===== config.mk =====
export PLATFORM = sky130hd
export DESIGN_NAME = cs_seq
export DESIGN_NICKNAME = d
export VERILOG_FILES = /design/src/rtl/cs_seq.sv
export SDC_FILE = /design/constraint.sdc
export NUM_CORES = 1
export LEC_CHECK = 0
export ABC_AREA = 1
export BUFFER_PORTS_ARGS = -buffer_cell sky130_fd_sc_hd__buf_2
export CORE_MARGIN = 1.5
export CORE_UTILIZATION = 48
export CTS_CLUSTER_DIAMETER = 40
export DETAILED_ROUTE_END_ITERATION = 16
export GPL_TIMING_DRIVEN = 1
export PLACE_DENSITY_LB_ADDON = 0.2
export SLEW_MARGIN = 20
export SYNTH_ARGS = -nofsm -noshare
export SYNTH_HDL_FRONTEND = slang
export SYNTH_SLANG_ARGS = --single-unit

===== constraint.sdc =====
create_clock -name sys_clk -period 2.25 [get_ports sys_clk]
set_input_delay 0.225 -clock sys_clk [delete_from_list [all_inputs] [get_ports sys_clk]]
set_output_delay 0.225 -clock sys_clk [all_outputs]
set_load 0.02 [all_outputs]

===== src/rtl/cs_seq.sv =====
// cs_seq: ADC acquisition sequencer. Checks and configures the front end once, then for each
// sample tick reads the enabled channels, pushes to the FIFO and sends over UDP, with handshake timeouts.
module cs_seq #(
    parameter int unsigned NCH   = 4,
    parameter int unsigned CNT_W = 8,
    parameter int unsigned TMO   = 50000
) (
    input  logic             sys_clk,
    input  logic             rst,
    input  logic             start,
    input  logic             clr_err,
    input  logic [NCH-1:0]   ch_en,
    input  logic             fs_adc,
    input  logic             fifod_full,
    output logic             fs_adc_check,
    input  logic             fd_adc_check,
    output logic             fs_adc_conf,
    input  logic             fd_adc_conf,
    output logic             fs_adc_fifo,
    input  logic             fd_adc_fifo,
    output logic             fs_udp_tx,
    input  logic             fd_udp_tx,
    output logic [NCH-1:0]   fs_adc_read,
    input  logic [NCH-1:0]   fd_adc_read,
    output logic [CNT_W-1:0] adc_cnt,
    output logic [7:0]       drop_cnt,
    output logic [2:0]       err_code,
    output logic             busy,
    output logic             rst_run
);
    localparam int unsigned TMO_W = $clog2(TMO + 1);

    localparam logic [2:0] S_IDLE  = 3'd0;
    localparam logic [2:0] S_CHECK = 3'd1;
    localparam logic [2:0] S_CONF  = 3'd2;
    localparam logic [2:0] S_WAIT  = 3'd3;
    localparam logic [2:0] S_READ  = 3'd4;
    localparam logic [2:0] S_FIFO  = 3'd5;
    localparam logic [2:0] S_TX    = 3'd6;
    localparam logic [2:0] S_ERR   = 3'd7;

    logic [2:0]       state;
    logic [TMO_W-1:0] tmo_cnt;
    logic             in_hs;
    logic             done;
    logic [2:0]       fail_code;
    logic             tmo_hit;
    logic             drop_hit;

    always_comb begin
        in_hs     = 1'b1;
        done      = 1'b0;
        fail_code = 3'd0;
        case (state)
            S_CHECK: begin done = fd_adc_check; fail_code = 3'd1; end
            S_CONF:  begin done = fd_adc_conf;  fail_code = 3'd2; end
            // READ completes once every still-pending channel has its fd this cycle
            S_READ:  begin done = ((fs_adc_read & ~fd_adc_read) == '0); fail_code = 3'd3; end
            S_FIFO:  begin done = fd_adc_fifo;  fail_code = 3'd4; end
            S_TX:    begin done = fd_udp_tx;    fail_code = 3'd5; end
            default: in_hs = 1'b0;
        endcase
    end

    // a returning fd wins over a timeout landing on the same edge
    assign tmo_hit  = in_hs && !done && (tmo_cnt == TMO_W'(TMO - 1));
    assign drop_hit = fs_adc && (((state == S_WAIT) && fifod_full && (ch_en != '0)) ||
                                 (state == S_READ) || (state == S_FIFO) || (state == S_TX));
    assign busy     = (state != S_IDLE) && (state != S_ERR);

    always_ff @(posedge sys_clk) begin
        if (rst) begin
            state        <= S_IDLE;
            tmo_cnt      <= '0;
            fs_adc_check <= 1'b0;
            fs_adc_conf  <= 1'b0;
            fs_adc_fifo  <= 1'b0;
            fs_udp_tx    <= 1'b0;
            fs_adc_read  <= '0;
            adc_cnt      <= '0;
            drop_cnt     <= '0;
            err_code     <= '0;
            rst_run      <= 1'b0;
        end else begin
            rst_run <= 1'b0;
            if (in_hs) tmo_cnt <= tmo_cnt + TMO_W'(1);
            if (drop_hit && (drop_cnt != 8'hFF)) drop_cnt <= drop_cnt + 8'd1;

            if (tmo_hit) begin
                state        <= S_ERR;
                tmo_cnt      <= '0;
                fs_adc_check <= 1'b0;
                fs_adc_conf  <= 1'b0;
                fs_adc_fifo  <= 1'b0;
                fs_udp_tx    <= 1'b0;
                fs_adc_read  <= '0;
                err_code     <= fail_code;
                rst_run      <= 1'b1;
            end else begin
                case (state)
                    S_IDLE: if (start) begin
                        state        <= S_CHECK;
                        fs_adc_check <= 1'b1;
                        tmo_cnt      <= '0;
                    end
                    S_CHECK: if (done) begin
                        state        <= S_CONF;
                        fs_adc_check <= 1'b0;
                        fs_adc_conf  <= 1'b1;
                        tmo_cnt      <= '0;
                    end
                    S_CONF: if (done) begin
                        state       <= S_WAIT;
                        fs_adc_conf <= 1'b0;
                    end
                    S_WAIT: if (fs_adc && !fifod_full && (ch_en != '0)) begin
                        state       <= S_READ;
                        fs_adc_read <= ch_en;
                        tmo_cnt     <= '0;
                    end
                    S_READ: begin
                        fs_adc_read <= fs_adc_read & ~fd_adc_read;
                        if (done) begin
                            state       <= S_FIFO;
                            fs_adc_fifo <= 1'b1;
                            tmo_cnt     <= '0;
                        end
                    end
                    S_FIFO: if (done) begin
                        state       <= S_TX;
                        fs_adc_fifo <= 1'b0;
                        fs_udp_tx   <= 1'b1;
                        tmo_cnt     <= '0;
                    end
                    S_TX: if (done) begin
                        state     <= S_WAIT;
                        fs_udp_tx <= 1'b0;
                        adc_cnt   <= adc_cnt + CNT_W'(1);
                    end
                    S_ERR: if (clr_err) begin
                        state        <= S_CHECK;
                        err_code     <= '0;
                        fs_adc_check <= 1'b1;
                        tmo_cnt      <= '0;
                    end
                    default: state <= S_IDLE;
                endcase
            end
        end
    end
endmodule


# Word level (Yosys, flattened, before mapping)
# Index checks and enable logic that the tools add are counted.
# totals
regBits,47
in_bits,18
output_inout_bits,29
wordCells,111
# classes
n_addsub,3
eq_ne,25
mux,32
n_bitwise,3
reduce_logical,37
# op_table
cell,n
$mux 16,5
$pmux 16 s4,1
$mux 3,11
$pmux 3 s7,1
$ne 3x3->1 const B,6
$add 16x1->16 const B,1
$add 8x1->8 const B,2
$eq 16x16->1 const B,1
$pmux 3 s5,1
$ne 2x2->1 const B,7
$eq 3x3->1 const B,4
$reduce_and 3->1,4
$reduce_bool 2->1,6
$logic_and 1x1->1,9
$ne 8x8->1 const B,1
$pmux 4 s2,1
$reduce_and 7->1,1
$eq 3x2->1 const B,2
$mux 1,6
$pmux 1 s2,3
$reduce_bool 3->1,2
$pmux 1 s5,1
$reduce_or 5->1,1
$and 4x4->4,1
other kinds (17),22

# Depth between registers and ports, before layout
# Gate-level depths: netlist (run 1).
# logic_depth
depth_word,9
ltp_mapped,10
mapped_depth_nobuf,10

# Least setup slack after synthesis (run 1)
# No wires, ideal clock.
# synth_path
path_kind,register to register
from,register drop_cnt[1]
to,register drop_cnt[1]
setup_ns,0.116
arrival_ns,1.603
t_required_ns,2.134
setup_slack_ns,0.532
path_stages_with_launch,11
path_buffers,1
period_less_slack_ns,1.718
cell_sequence,dfxtp_1 > ha_1 > nand2_1 > nor3_2 > nand3_1 > and2_1 > clkbuf_1 > nand2_2 > inv_2 > nor2_1 > nor2_1
# synth_between
elab_chain_cells,2
elab_cells_between_ends,3
cone_classes,1 x add/sub; 1 x eq/ne; 1 x reduce/logical
# synth_rtl
item,line_no,source
from (decl),26,"output logic [7:0] drop_cnt,"
from (signal assigned),87,if (drop_hit && (drop_cnt != 8'hFF)) drop_cnt <= drop_cnt + 8'd1;
branches (longest 2 deep; another with $add 8x1->8),--,
# Several ways; the timed one is not identified.
# A chain may end at the register's enable or synchronous reset.

# Worst setup path in the final report (run 1)
# layout_path
from,register state[1]
to,register tmo_cnt[1]
# layout_between
elab_chain_cells,6
elab_cells_between_ends,22
cone_classes,7 x eq/ne; 8 x mux; 7 x reduce/logical
# layout_rtl
item,line_no,source
from (decl),42,logic [2:0] state;
from (signal assigned),73,state <= S_IDLE;
from (signal assigned),90,state <= S_ERR;
from (signal assigned),102,state <= S_CHECK;
"$eq 3x3->1, or another cell as far along","54, 100",
$reduce_or 5->1 (no line) or $pmux 1 s5 (tied branches),--,
$mux 1 or $logic_not 1->1 (tied branches),"54, 66",
$mux 16 or $logic_and 1x1->1 (tied branches),"86, 66",
"$mux 16, or another cell as far along",140,S_ERR: if (clr_err) begin
$pmux 16 s4 or $reduce_or 2->1 (tied branches),--,
to (signal assigned),86,if (in_hs) tmo_cnt <= tmo_cnt + TMO_W'(1);
to (decl),43,logic [TMO_W-1:0] tmo_cnt;
# Parallel ways exist; a longest one is shown, timed or not.

==> flow_metrics.tcl, run 1 <==
set metrics [dict create \
    cts_tree "yes" \
    synth_nets 388 \
    synthTopCellsByCount "76 x nand2_1, 47 x dfxtp_1, 44 x nor2_1" \
    synth_cell_types 33 \
    outcome "finished, final reports clean" \
    top_layer "met4" \
    rsz0062_at_grt "false" \
    critPathCapture "tmo_cnt[1]" \
    clock_latency_ps 310 \
    first_iter_violations 106 \
    ant_nets 0 \
    cpMaxStageDelayCell "dfxtp_1" \
    layout.nets 436 \
    synth.top_cell.area_share 0.3572 \
    seq_area_um2 940.9 \
    leakagePower_nw 1.292 \
    postSynthCellCount 367 \
    drc 0 \
    grt_max_degree 20 \
    wl_met1_um 2625 \
    overflow 0 \
    place_ws_ps 363.5 \
    grt_usage 0.2024 \
    layout_setup_ws_ps 343.9 \
    cts.sinks 47 \
    postCtsSetupRepairBufs 0 \
    rr_startpoint "state[1]" \
    worstSetupPathDepth 7 \
    hold_path_depth 2 \
    wirelength_um 5536 \
    rr_worst_depth 7 \
    power.density_nw_per_um2 898.5 \
    min_period_ps 1906 \
    hpwl_um 4201 \
    r2r_setup_slack_ps 340 \
    gp_congestion 0.8695 \
    finalMaxSlewViolations 0 \
    hold_violations 0 \
    nFillCells 517 \
    ys_seq_elements 47 \
    path_clk_slew_ps 100 \
    crit_type "flop to flop" \
    yosys.area.top_type "dfxtp_1" \
    via_count 2375 \
    cts_made_buffers 5 \
    cpPeakStageDelay_ps 480 \
    utilization 0.5822 \
    synth_most_common_cell "nand2_1" \
    worstReg2RegEnd "tmo_cnt[1]" \
    cp_top_family "simple AND/OR/NAND/NOR gates" \
    diodes 0 \
    max_freq_mhz 524.6 \
    area_growth_pct 15.06 \
    maxSlewHeadroom 0.6780 \
    routed-wl-met2_um 2586 \
    grt_pass1_wl_um 9777 \
    die_w_um 77.08 \
    vias_per_cell 4.887 \
    die_h_um 77.08 \
    grt_pass1_vias 2233 \
    required_ps 2430 \
    clockBufferDepth 2 \
    min_path_type "primary input to flop" \
    final-instance-count-excl-fill 486 \
    irDropWorstVdd_mv 0.5750 \
    core_um2 5205 \
    skew_ps 17.96 \
    htreeDepth 2 \
    port_buffers 46 \
    timing.final.crit_share 0.8471 \
    critPathLaunchType "flop" \
    synth_area_per_cell_um2 7.177 \
    firstDrtPassIters 4 \
    start_util 0.5060 \
    drive_gt1_frac 0.2163 \
    core.rowCount 26 \
    crit_chain "inv_2 > nor2_4 > inv_1 > nand2_2 > nand4_4 > nand3_4 > nor2_1" \
    path_buf_inv 2 \
    netlist_top_cells_area "dfxtp_1 36%, nand2_1 11%, nand3_1 7.0%" \
    tightest_slew_ps 479.4 \
    netlist_area_um2 2634 \
    cts_root_buf "clkbuf_8" \
    ioPinCount 47 \
    synth_edf_count 0 \
    multiInputGateArea_um2 1466 \
    dieArea_um2 5941 \
    cp_max_fo 19 \
    wl_per_cell_um 11.39 \
    wl_met3_um 234 \
    yosysWarnings 0 \
    setup_violations 0 \
    ys_seq_area_frac 0.3572 \
    async_flop_share 0 \
    synth_flop_cell "dfxtp_1" \
    critPathCaptureType "flop" \
    cts_resized 0 \
    crit_start "state[1]" \
    hold_buffers 0 \
    worstPathArrival_ps 2090 \
    dp_cells 478 \
    cap_viol_max_count 0 \
    fin_tns_setup_ps 0 \
    antenna_found_initial 0 \
]
worst min path at each step:
stage                    to         start  slack, ps
2_1_floorplan       rst_run           rst        300
5_1_grt         drop_cnt[6]           rst        280
3_3_place_gp   fs_adc_check  fs_adc_check        450
3_5_place_dp   fs_adc_check  fs_adc_check        460
6_report        drop_cnt[6]           rst        280
4_1_cts         fs_adc_conf  fd_adc_check        260
routing by layer:
metal | global-route usage | vias to the layer above
li1 | - | 1276
met1 | 0.2599 | 1047
met2 | 0.3336 | 45
met3 | 0.03929 | 7
met4 | 0.08000 | 0
met5 | 0 | -
stage by stage:
| stage | power (mW) | hold slack (ps) | cell area (µm²) |
|---|---|---|---|
| 6_report | 2.723 | 275.1 | 3030 |
| 5_1_grt | 2.929 | 283.7 | 3030 |
| 3_3_place_gp | 2.080 | 451.8 | 2915 |
| 2_1_floorplan | 1.915 | 304.1 | 2634 |
| 4_1_cts | 2.755 | 262.5 | 3030 |
| 3_5_place_dp | 2.098 | 456.1 | 2915 |
logic make-up (layout without fill, tap and decap cells):
group	Yosys count	in the layout	share of synthesized area
simple gates	205	205	0.3972
buf+inv	53	102	0.08598
flops	47	47	0.3572
compound gates	39	39	0.07839
xor+xnor	19	19	0.06318
fa+ha+maj	3	3	0.01425
mux	1	1	0.003801
power by group:
group	switching (mW)	total [mW]	internal, mW
sequential	0.0983	1.02	0.922
clock	0.309	0.644	0.335
combinational	0.726	1.06	0.333
total	1.13	2.72	1.59
cell usage in the layout (no fill, tap or decap), types with 13 or more instances in the layout:
cell	n
a21oi_1	20
nand3_1	37
dfxtp_1	47
nor2_4	13
nand2_1	76
nor2_1	44
o21ai_0	15
inv_1	42
buf_2	46
xor2_1	18
area by class of cell:
cell class,count,share of cell area
clock buffer,5,0.02271
clock inverter,3,0.01528
inverter,46,0.05780
multi-input combinational,267,0.4839
sequential,47,0.3105
tap,70,0.02890
timing repair buffer,48,0.08092
registers in the layout, summed over array words and instances, names as in the netlist, 3 cells and up:
name and flops:
err_code 3, state 3, drop_cnt 8, fs_adc_read 4, tmo_cnt 16, adc_cnt 8
Note: power is estimated with default switching activity, not from simulation.
==> run 2, diff against run 1 <==
--- a/config.mk
+++ b/config.mk
@@ -5,7 +5,7 @@
 export SDC_FILE = /design/constraint.sdc
 export NUM_CORES = 1
 export LEC_CHECK = 0
-export ABC_AREA = 1
+export ABC_AREA = 0
 export BUFFER_PORTS_ARGS = -buffer_cell sky130_fd_sc_hd__buf_2
 export CORE_MARGIN = 1.5
 export CORE_UTILIZATION = 48
==> constraint.sdc (replaced) <==
create_clock -name sys_clk -period 1.8 [get_ports sys_clk]
set_input_delay 0.18 -clock sys_clk [delete_from_list [all_inputs] [get_ports sys_clk]]
set_output_delay 0.18 -clock sys_clk [all_outputs]
set_load 0.02 [all_outputs]
==> run 2 against run 1 <==
Clock skew shrank 6.2 ps; highest routed layer unchanged; critical path depth stayed put; total power fell by 18%; routed wire length grew 7.1%; first-iteration DRC count grew 23%.
==> flow_metrics.tcl, run 2 <==
set metrics [dict create \
    power_mw 2.242 \
    synth_compound_area_frac 0.1225 \
    yosysWarnings 0 \
    die_w_um 74.02 \
    final_cell_area_um2 3218 \
    leakagePower_nw 1.295 \
    utilization 0.6724 \
    timing.final.crit_share 0.9694 \
    critPathCaptureType "flop" \
    drc 0 \
    multiInputGateArea_um2 1461 \
    seq_area_um2 965.9 \
    clockBufferDepth 2 \
    ioPinCount 47 \
    wl_per_cell_um 13.60 \
    grt_usage 0.2153 \
    rsz0062_at_grt "true" \
    synth_top_family_by_area "simple AND/OR/NAND/NOR gates" \
    setup_violations 0 \
    required_ps 1990 \
    via_count 2345 \
    core_um2 4786 \
    largest_reg_flops 16 \
    nFillCells 416 \
    worstPathArrival_ps 1930 \
    crit_chain "ha_4 > nand2_1 > or4b_4 > buf_6 > nor3_4 > xnor2_2 > nor3_2" \
    gp_congestion 0.8696 \
    finalMaxSlewViolations 0 \
    maxSlewHeadroom 0.7115 \
    cp_max_fo 6 \
    dieArea_um2 5479 \
    min_period_ps 1745 \
    postSynthCellCount 292 \
    tightest_slew_ps 432.8 \
    grt_pass1_wl_um 9287 \
    cpMaxStageDelayCell "or4b_4" \
    synth.top_cell.area_share 0.3886 \
    synth_nets 313 \
    die_h_um 74.02 \
    grt_max_degree 25 \
    hold_buffers 0 \
    layout.nets 389 \
    min_path_type "primary input to flop" \
    drive_gt1_frac 0.3442 \
    critPathLaunchType "flop" \
    yosys.area.top_type "dfxtp_1" \
    overflow 0 \
    firstDrtPassIters 4 \
    core.rowCount 25 \
    layout_commonest_cell "buf_2" \
    wirelength_um 5929 \
    cts.sinks 47 \
    grt_pass1_vias 2099 \
    outcome "finished, final reports clean" \
    synth-xor-area-share 0.1013 \
    area_growth_pct 32.92 \
    ys_seq_elements 47 \
    first_iter_violations 130 \
    start_util 0.5059 \
    skew_ps 11.79 \
    synth_cell_types 44 \
    synth_flop_cell "dfxtp_1" \
    path_buf_inv 1 \
    clock_latency_ps 300 \
    reg.largest.list "tmo_cnt x16, adc_cnt x8, drop_cnt x8" \
    synth.area.mux_share 0.01240 \
    fin_tns_setup_ps 0 \
    cpPeakStageDelay_ps 580 \
    port_buffers 46 \
    irDropWorstVdd_mv 0.3511 \
    hold_violations 0 \
    diodes 0 \
    hold_path_depth 2 \
    htreeDepth 2 \
    largest_register "tmo_cnt" \
    ys_seq_area_frac 0.3886 \
    cp_top_family "simple AND/OR/NAND/NOR gates" \
    cts_tree "yes" \
    path_clk_slew_ps 90 \
    synth_edf_count 0 \
    cap_viol_max_count 0 \
    ant_nets 0 \
    async_flop_share 0 \
    max_freq_mhz 573.1 \
    cts_made_buffers 5 \
    netlist_area_um2 2421 \
    antenna_found_initial 0 \
    rr_worst_depth 7 \
    synthSimpleGateAreaFrac 0.3065 \
    synthTopCellsByCount "47 x dfxtp_1, 32 x nor2_1, 26 x nand2_1" \
    crit_type "flop to flop" \
    vias_per_cell 5.378 \
    power.density_nw_per_um2 696.6 \
    hpwl_um 4085 \
    worstSetupPathDepth 7 \
    synth_most_common_cell "dfxtp_1" \
    netlist_top_cells_area "dfxtp_1 39%, xor2_1 7.2%, nor2_1 5.0%" \
    synth_fa_ha_area_frac 0.01550 \
    layout.cells.most_common_list "46 x buf_2, 35 x dfxtp_1, 31 x buf_4, 30 x nor2_1, 26 x nand2_1" \
    synth_area_per_cell_um2 8.291 \
    cts_root_buf "clkbuf_8" \
    place_area_um2 2874 \
]
==> run 2: area by class of cell <==
cell class,instances,area share
multi-input combinational,221,0.4541
timing repair buffer,83,0.1703
tap,67,0.02605
clock buffer,6,0.02566
sequential,47,0.3002
inverter,10,0.01283
clock inverter,2,0.01089
==> run 2: per-stage QoR <==
stage	worst slack, ps	instances	hold WS (ps)
2_1_floorplan	21.14	292	249.4
3_3_place_gp	13.74	417	415.3
3_5_place_dp	-50.11	417	445.3
4_1_cts	-3.303	426	116.7
5_1_grt	-30.48	436	140.8
6_report	55.01	436	126.3
==> run 2: cells by family after synthesis <==
group / Yosys count
simple gates: 138
mux: 3
fa+ha+maj: 3
xor+xnor: 28
buf+inv: 24
compound gates: 49
flops: 47
==> run 2: worst paths after layout <==
| check | from | end | slack [ps] |
|---|---|---|---|
| worst min register to register | fs_adc_read[1] | fs_adc_read[1] | 500 |
| worst max register to register | tmo_cnt[1] | tmo_cnt[14] | 60 |
| worst max-delay path | tmo_cnt[1] | tmo_cnt[14] | 60 |
| worst min-delay path | fd_adc_fifo | fs_adc_fifo | 130 |
==> run 2: what timing repair did <==
action | CTS | global route
setup buffers | 1 | 11
gates resized for setup | 2 | 38
endpoints found under the setup margin | 8 | 24
pin swaps | 1 | 14
==> run 2: layer usage <==
| metal | GRT usage | vias to the layer above | routed length (µm) | share of wire |
|---|---|---|---|---|
| met5 | 0 | - | 0 | 0 |
| met4 | 0.05144 | 0 | 57 | 0.0096 |
| met3 | 0.04472 | 5 | 243 | 0.041 |
| met2 | 0.3621 | 49 | 2912 | 0.49 |
| met1 | 0.2832 | 1109 | 2715 | 0.46 |
| li1 | - | 1182 | - | - |
==> run 2: power breakdown <==
part | internal (mW) | total, mW | switching (mW)
combinational | 0.168 | 0.366 | 0.198
clock | 0.450 | 0.802 | 0.352
sequential | 1.06 | 1.07 | 0.0190
==> run 3, diff against run 2 <==
--- a/config.mk
+++ b/config.mk
@@ -6,7 +6,8 @@
 export NUM_CORES = 1
 export LEC_CHECK = 0
 export ABC_AREA = 0
-export BUFFER_PORTS_ARGS = -buffer_cell sky130_fd_sc_hd__buf_2
+export BUFFER_PORTS_ARGS = -buffer_cell sky130_fd_sc_hd__clkbuf_2
+export CAP_MARGIN = 30
 export CORE_MARGIN = 1.5
 export CORE_UTILIZATION = 48
 export CTS_CLUSTER_DIAMETER = 40
==> run 3 against run 2 <==
Cell count is 1.8% lower; sequential power hardly changed; design area is 2.8% lower; combinational power is 8.2% lower; setup slack worse by 31 ps; register-to-register slack worse by 30 ps; die area stayed put; clock skew is 3.7 ps lower; clock power is 14% higher; non-clock buffer count is 8 lower; total power is 4.0% higher; critical endpoint is now tmo_cnt[8]; largest power group unchanged.
==> flow_metrics.tcl, run 3 (synthesis results as in run 2) <==
set metrics [dict create \
    cts_tree "yes" \
    maxSlewHeadroom 0.7414 \
    firstDrtPassIters 4 \
    dp_cells 416 \
    power_mw 2.331 \
    core_um2 4786 \
    gp_congestion 0.8799 \
    grt_pass1_wl_um 9211 \
    setup_violations 0 \
    crit_type "flop to flop" \
    layout.cells.most_common_list "46 x clkbuf_2, 43 x dfxtp_1, 32 x nor2_1, 26 x buf_4, 24 x nand2_1" \
    clock_latency_ps 300 \
    min_path_type "primary input to flop" \
    utilization 0.6536 \
    layout.nets 381 \
    die_w_um 74.02 \
    via_count 2292 \
    ioPinCount 47 \
    place_area_um2 2867 \
    drive_gt1_frac 0.3019 \
    clockBufferDepth 2 \
    hpwl_um 4154 \
    path_clk_slew_ps 90 \
    critPathCaptureType "flop" \
    die_h_um 74.02 \
    drc 0 \
    cp_max_fo 6 \
    cts_made_buffers 5 \
    cts_root_buf "clkbuf_8" \
    largest_reg_flops 16 \
    area_growth_pct 29.20 \
    htreeDepth 2 \
    largest_register "tmo_cnt" \
    worstPathArrival_ps 2010 \
    ant_nets 0 \
    skew_ps 8.110 \
    final_cell_area_um2 3128 \
    wl_per_cell_um 13.62 \
    irDropWorstVdd_mv 0.5651 \
    port_buffers 46 \
    vias_per_cell 5.355 \
    layout_commonest_cell "clkbuf_2" \
    tightest_slew_ps 387.9 \
    grt_pass1_vias 2104 \
    finalMaxSlewViolations 0 \
    cts.sinks 47 \
    max_freq_mhz 562.9 \
    start_util 0.5059 \
    diodes 0 \
    fin_hold_ws_ps 98.57 \
    hold_buffers 0 \
    leakagePower_nw 1.230 \
    cap_viol_max_count 0 \
    reg.largest.list "tmo_cnt x16, adc_cnt x8, drop_cnt x8" \
    rsz0062_at_grt "true" \
    dieArea_um2 5479 \
    grt_usage 0.2173 \
    overflow 0 \
    critPathLaunchType "flop" \
    grt_max_degree 25 \
    outcome "finished, final reports clean" \
    first_iter_violations 154 \
    wirelength_um 5828 \
    power.density_nw_per_um2 745.1 \
    required_ps 2030 \
    core.rowCount 25 \
    antenna_found_initial 0 \
    min_period_ps 1776 \
    timing.final.crit_share 0.9869 \
    hold_violations 0 \
    final-instance-count-excl-fill 428 \
]
[run 3: path summary, 6_finish.rpt]
kind / slack [ps] / endpoint / depth (start not counted) / startpoint
worst max-delay path: 20 / tmo_cnt[8] / 7 / tmo_cnt[1]
worst min-delay path: 100 / err_code[0] / 2 / rst
worst max register to register: 20 / tmo_cnt[8] / 7 / tmo_cnt[1]
worst min register to register: 490 / fs_adc_read[3] / 2 / fs_adc_read[3]
[run 3: layer usage]
layer	up-vias	GRT usage	wire length [µm]
met2	65	0.3393	2858
met3	10	0.05556	325
met1	1046	0.2739	2525
li1	1171	-	-
met5	-	0	0
met4	0	0.1193	119
[run 3: area by class of cell]
class	count	area [µm²]
tap	67	83.83
fill	430	1658
multi-input combinational	221	1448
timing repair buffer	75	476.7
clock buffer	5	68.82
clock inverter	3	67.56
inverter	10	37.54
sequential	47	945.9
[run 3: power by group]
part	switching, mW	internal [mW]
Sequential	0.0182	1.06
Combinational	0.195	0.141
Clock	0.364	0.554
Total	0.577	1.75
[run 3: per-stage QoR]
stage          worst slack [ps]  setup TNS (ps)
5_1_grt                  -79.95          -405.6
3_5_place_dp             -14.78          -14.78
3_3_place_gp              20.73               0
4_1_cts                   9.075               0
2_1_floorplan             21.14               0
6_report                  23.63               0
[run 3: critical path, stage by stage, from the launching register on]
cell	delay, ps
dfxtp_2	360
ha_4	140
nand2_2	40
or4b_4	580
buf_6	150
nand2b_1	140
xor2_1	140
nor3_1	160
[run 3: what timing repair did]
item                                    4_1_cts  5_1_grt
gates cloned                                  0        0
endpoints found under the setup margin       12       31
buffers inserted                              0        4
pin swaps                                     1       10
resized for setup                             2       21
